==> config.mk <==
export PLATFORM = sky130hd
export DESIGN_NAME = mem_arbiter
export DESIGN_NICKNAME = d
export VERILOG_FILES = /design/src/rtl/mem_arbiter_pkg.sv /design/src/rtl/mem_arb_prio.sv /design/src/rtl/mem_arbiter.sv
export SDC_FILE = /design/constraint.sdc
export NUM_CORES = 1
export LEC_CHECK = 0
export ABC_AREA = 1
export CORE_ASPECT_RATIO = 1.75
export CORE_MARGIN = 1.5
export CORE_UTILIZATION = 41
export DETAILED_ROUTE_END_ITERATION = 12
export PLACE_DENSITY = 0.81
export SLEW_MARGIN = 10
export SYNTH_ARGS = -nofsm -noshare
export SYNTH_HDL_FRONTEND = slang
export SYNTH_SLANG_ARGS = --single-unit
==> constraint.sdc <==
create_clock -name CLK -period 1.7 [get_ports CLK]
set_clock_uncertainty 0.1 [all_clocks]
set_input_delay 0.17 -clock CLK [delete_from_list [all_inputs] [get_ports CLK]]
set_output_delay 0.17 -clock CLK [all_outputs]
set_load 0.05 [all_outputs]
==> src/rtl/mem_arbiter_pkg.sv <==
// Shared types and constants for the instruction/data memory arbiter.
package mem_arbiter_pkg;

  typedef enum logic [2:0] {
    IDLE,
    CMD_IF,
    WAIT_IF,
    CMD_D,
    WAIT_D,
    DONE
  } state_t;

  localparam int unsigned STARVE_LIMIT_DEFAULT = 4;

  localparam logic [2:0] F3_LB  = 3'b000;
  localparam logic [2:0] F3_LH  = 3'b001;
  localparam logic [2:0] F3_LW  = 3'b010;
  localparam logic [2:0] F3_LBU = 3'b100;
  localparam logic [2:0] F3_LHU = 3'b101;
  localparam logic [2:0] F3_SB  = 3'b000;
  localparam logic [2:0] F3_SH  = 3'b001;
  localparam logic [2:0] F3_SW  = 3'b010;

endpackage

==> src/rtl/mem_arb_prio.sv <==
// Grant selection between fetch and data requesters, with a starvation
// counter that forces a fetch grant after STARVE_LIMIT data grants.
module mem_arb_prio
  import mem_arbiter_pkg::*;
#(
  parameter int unsigned STARVE_LIMIT = STARVE_LIMIT_DEFAULT
) (
  input  logic clk,
  input  logic rst_n,
  input  logic sample,
  input  logic if_req,
  input  logic d_req,
  output logic grant,
  output logic grant_d
);

  logic [2:0] starve_cnt;
  logic       starved;

  assign starved = 32'(starve_cnt) >= STARVE_LIMIT;

  always_comb begin
    grant   = sample && (if_req || d_req);
    grant_d = d_req && !(if_req && starved);
  end

  // Only counts grants that actually leave IDLE; a fetch grant or an idle
  // fetch requester both restart the count.
  always_ff @(posedge clk or negedge rst_n) begin
    if (!rst_n) begin
      starve_cnt <= '0;
    end else if (sample) begin
      if (!if_req || !grant_d) begin
        starve_cnt <= '0;
      end else if (starve_cnt != 3'd7) begin
        starve_cnt <= starve_cnt + 3'd1;
      end
    end
  end

endmodule

==> src/rtl/mem_arbiter.sv <==
// Two-master (fetch/data) arbiter onto a single request/accept/complete
// memory port; one transaction outstanding at a time.
module mem_arbiter
  import mem_arbiter_pkg::*;
#(
  parameter int unsigned STARVE_LIMIT = STARVE_LIMIT_DEFAULT
) (
  input  logic        CLK,
  input  logic        RST,
  input  logic        IF_REQ,
  input  logic [31:0] IF_ADDR,
  output logic        IF_VALID,
  output logic [31:0] IF_RDATA,
  input  logic        D_REQ,
  input  logic        D_WE,
  input  logic [31:0] D_ADDR,
  input  logic [31:0] D_WDATA,
  input  logic [2:0]  D_FUNC3,
  output logic        D_VALID,
  output logic [31:0] D_RDATA,
  output logic        M_REQ,
  output logic        M_WE,
  output logic [31:0] M_ADDR,
  output logic [31:0] M_WDATA,
  output logic [2:0]  M_FUNC3,
  input  logic        M_READY,
  input  logic        M_RVALID,
  input  logic [31:0] M_RDATA,
  output logic        PROTO_ERR
);

  state_t state;
  logic   grant;
  logic   grant_d;

  mem_arb_prio #(
    .STARVE_LIMIT(STARVE_LIMIT)
  ) u_prio (
    .clk    (CLK),
    .rst_n  (RST),
    .sample (state == IDLE),
    .if_req (IF_REQ),
    .d_req  (D_REQ),
    .grant  (grant),
    .grant_d(grant_d)
  );

  always_ff @(posedge CLK or negedge RST) begin
    if (!RST) begin
      state     <= IDLE;
      M_REQ     <= 1'b0;
      M_WE      <= 1'b0;
      M_ADDR    <= '0;
      M_WDATA   <= '0;
      M_FUNC3   <= '0;
      IF_VALID  <= 1'b0;
      D_VALID   <= 1'b0;
      IF_RDATA  <= '0;
      D_RDATA   <= '0;
      PROTO_ERR <= 1'b0;
    end else begin
      IF_VALID <= 1'b0;
      D_VALID  <= 1'b0;
      if (M_RVALID && state != WAIT_IF && state != WAIT_D) begin
        PROTO_ERR <= 1'b1;
      end
      case (state)
        IDLE: begin
          if (grant) begin
            M_REQ <= 1'b1;
            if (grant_d) begin
              state   <= CMD_D;
              M_WE    <= D_WE;
              M_ADDR  <= D_ADDR;
              M_WDATA <= D_WDATA;
              M_FUNC3 <= D_FUNC3;
            end else begin
              state   <= CMD_IF;
              M_WE    <= 1'b0;
              M_ADDR  <= IF_ADDR;
              M_WDATA <= '0;
              M_FUNC3 <= F3_LW;
            end
          end
        end
        CMD_IF: begin
          if (M_READY) begin
            M_REQ <= 1'b0;
            state <= WAIT_IF;
          end
        end
        CMD_D: begin
          if (M_READY) begin
            M_REQ <= 1'b0;
            state <= WAIT_D;
          end
        end
        WAIT_IF: begin
          if (M_RVALID) begin
            IF_RDATA <= M_RDATA;
            IF_VALID <= 1'b1;
            state    <= DONE;
          end
        end
        WAIT_D: begin
          // M_WE still holds the granted command, so stores leave D_RDATA alone
          if (M_RVALID) begin
            if (!M_WE) begin
              D_RDATA <= M_RDATA;
            end
            D_VALID <= 1'b1;
            state   <= DONE;
          end
        end
        DONE:    state <= IDLE;
        default: state <= IDLE;
      endcase
    end
  end

endmodule

==> out/summary.md <==
### Clock network
* 142 — CTS Sinks
* 0 — number of gates given a new drive strength after cts
* sky130_fd_sc_hd__clkbuf_16 — Clk Tree Root Cell
* 4 — H-tree lvl count
* 60 ps — clock-pin slew of the registers on the worst-case setup and hold paths
* done — TritonCTS clock tree
* 410 ps — later-pin clock latency in the skew report
* 17 — total clock buffers created by CTS
* 2 — buffer depth of the longest clock path

### Timing
* 183 ps — Setup WS post-layout
* 0.892 — Final period util
* 0 — max-slew violation count
* false — setup repair after global routing missed its margin
* 0 — hold violation count in the final report
* 1520 ps — final critical-path required period
* 0.783 — worst max-slew margin expressed relative to the limit
* 108 ps — worst hold-check slack
* 0 ps — total negative setup slack
* 0.659 GHz — Max Clock Freq
* 0 — number of endpoints failing setup at the final stage
* 325 ps — actual slew at the worst max-slew pin

### Worst setup path
* 410 ps — critical path's largest stage delay
* reg2reg — type of the worst setup path
* 1880 ps — required time worst endpoint
* inv_1, nor2_1, nand3_2, buf_12, nand2_1, o21ai_0 — critical path, cell by cell
* 2 — count of buffering cells on the critical path with inverters included
* register — critical path endpoint category
* simple AND/OR/NAND/NOR gates — crit-path leading delay family
* 1700 ps — WP data arrival
* sky130_fd_sc_hd__dfrtp_1 — Crit-path slowest cell
* register — Setup crit start kind
* 38 — worst-path fanout max

### Logic synthesis
* 5700 µm² — netlist area before placement
* 0.623 — Seq/Total Area, Yosys
* 631 — cell count after synthesis
* 9.03 µm² — post-synthesis area per instance
* 0 — Syn. warnings
* 19 — Yosys cell types
* 142 — Synth Register Bits
* 771 — nets in the synthesized netlist

### Placement
* 0.872 — GPL Wtd Cong
* 38.8 ps — worst setup timing slack at the placement stage
* 273 — count of input and output buffers
* 12.3 mm — total half-perimeter wirelength after legalization and detailed placement

### Route
* 4.72 — via density per instance
* 5 — first-pass iteration count of the detailed router
* 16.7 mm — drt total wl
* 0 — remaining routing DRC violations
* 5168 — via count of the routed design
* 253 — detailed router's first-iteration violation count
* 15.3 µm — routed len/inst
* 0 — antenna viol nets, final

### Floorplan
* 14600 µm² — die area
* 13500 µm² — Std-Cell Core Area
* 0.422 — starting density of the core
* 159 µm — vertical extent of the die
* 56 — FP Rows
* 92.1 µm — Die W
* 274 — io pins

### Power
* 10.0 mW — switching pwr
* 0.283 — sequential power share
* 0.184 — clock network fraction of design power
* 0.491 — switching fraction of total power
* 10.3 mW — internal power
* 0.533 — share of power burned in combinational logic
* 2270 nW/µm² — PwrDens
* 4.55 nW — Static Leakage
* 990 µV — maximum vdd drop

### Global route
* 0 — initial antenna violation count
* 0.234 — total routing usage reported by global routing
* 0 — total overflow reported by the global router
* 65 — pin count of the biggest net entering global routing
* 26.5 mm — wire length of the first global-routing pass
* 5176 — vias in the first global route

### Finish
* 0.664 — post-route core utilization
* 1048 — net count reported at finish
* 0 — antenna diode instance count
* 57.6% — synthesis-to-finish area growth
* 0.213 — share of layout cells above drive strength 1

### Run
* 0 — MaxCap Viol Count

### Hold path
* in2async — worst hold-check path type

### Outcome
* finished clean — result of the run

-- power groups by stage --
stage,Sequential [mW],Clock [mW],Combinational (mW)
floorplan,10.7,0,2.29
global placement,5.73,0,10.8
detailed placement,5.77,0,10.9
CTS,5.74,3.83,11.0
global route,5.90,3.96,11.5
finish,5.75,3.74,10.9
-- synthesized netlist by cell type, drive strengths merged --
cell type | number | share of area
a21oi | 1 | 0.00088
o21bai | 1 | 0.0013
o21ai | 134 | 0.12
clkbuf | 5 | 0.0033
nand2 | 224 | 0.15
dfrtp | 142 | 0.62
nand3 | 8 | 0.0070
ha | 2 | 0.0044
nor2 | 41 | 0.031
inv | 45 | 0.030
o22ai | 1 | 0.0011
buf | 27 | 0.031
-- final timing paths --
| check | start | to | slack (ps) | depth (start not counted) |
|---|---|---|---|---|
| setup / recovery | state[1]$_DFFE_PN0P_ | IF_RDATA[17]$_DFFE_PN0P_ | 180 | 6 |
| hold reg to reg | M_WDATA[17]$_DFFE_PN0P_ | M_WDATA[17]$_DFFE_PN0P_ | 370 | 2 |
| hold / removal | RST | IF_RDATA[19]$_DFFE_PN0P_ | 110 | 2 |
| setup reg to reg | state[1]$_DFFE_PN0P_ | IF_RDATA[17]$_DFFE_PN0P_ | 180 | 6 |
| max in group asynchronous | RST | D_RDATA[18]$_DFFE_PN0P_ | 840 | 3 |
| min in group CLK | D_WDATA[23] | M_WDATA[23]$_DFFE_PN0P_ | 190 | 3 |
-- layout make-up --
cell class              count  area [µm²]
fillers                  1106        4540
flip-flops and latches    142        3550
repair buffers            290        2650
multi-input cells         412        1790
clock buffers              19         453
well taps                 174         218
inverters                  45         169
clock inverters            13         150
-- sequential cells by signal (all words and copies together), names as in the netlist --
signal and cells:
D_RDATA 32, IF_RDATA 32, M_ADDR 32, M_WDATA 32, M_FUNC3 3, state 3, u_prio.starve_cnt 3, D_VALID 1
IF_VALID 1, M_REQ 1, M_WE 1, PROTO_ERR 1
-- stage by stage --
stage | total power, mW | instances | instance area, µm²
2_1_floorplan | 13.0 | 631 | 5700
3_3_place_gp | 16.5 | 1062 | 8370
3_5_place_dp | 16.7 | 1062 | 8370
4_1_cts | 20.5 | 1095 | 8980
5_1_grt | 21.3 | 1095 | 8980
6_report | 20.3 | 1095 | 8980
-- cell families (layout without fill, tap and decap cells) --
group                      Yosys count  in the layout  synth area share
buffers and inverters               77            367            0.0637
DFF                                142            142             0.623
and+or+nand+nor                    273            273             0.188
adders and majority gates            2              2           0.00439
AOI/OAI and AO/OA                  137            137             0.121
-- placed cells by master, fill, tap and decap left out, drive strengths merged --
cell,n
clkbuf,19
dfrtp,142
buf,153
o21ai,134
nand3,8
a21oi,1
o21bai,1
clkinvlp,5
bufinv,2
dlygate4sd3,1
ha,2
nor2,41
o22ai,1
inv,50
nand2,224
clkinv,1
clkdlybuf4s50,136
-- what timing repair did --
item / CTS / global route
endpoints found under the hold margin: 142 / 0
hold buffers: 1 / 0
setup buffers: 0 / 0
-- routing by layer --
layer | vias up | track usage | wire length, µm
met5 | - | 0 | 0
li1 | 2548 | - | -
met3 | 53 | 0.0435 | 656
met4 | 0 | 0.141 | 877
met2 | 175 | 0.396 | 8620
met1 | 2392 | 0.270 | 6600
-- worst reg2reg max path, stage by stage (launching register included) --
cell,delay [ps]
sky130_fd_sc_hd__dfrtp_1,410
sky130_fd_sc_hd__inv_1,80
sky130_fd_sc_hd__nor2_1,160
sky130_fd_sc_hd__nand3_2,210
sky130_fd_sc_hd__buf_12,230
sky130_fd_sc_hd__nand2_1,100
sky130_fd_sc_hd__o21ai_0,100
Note: power is estimated with default switching activity, not from simulation.
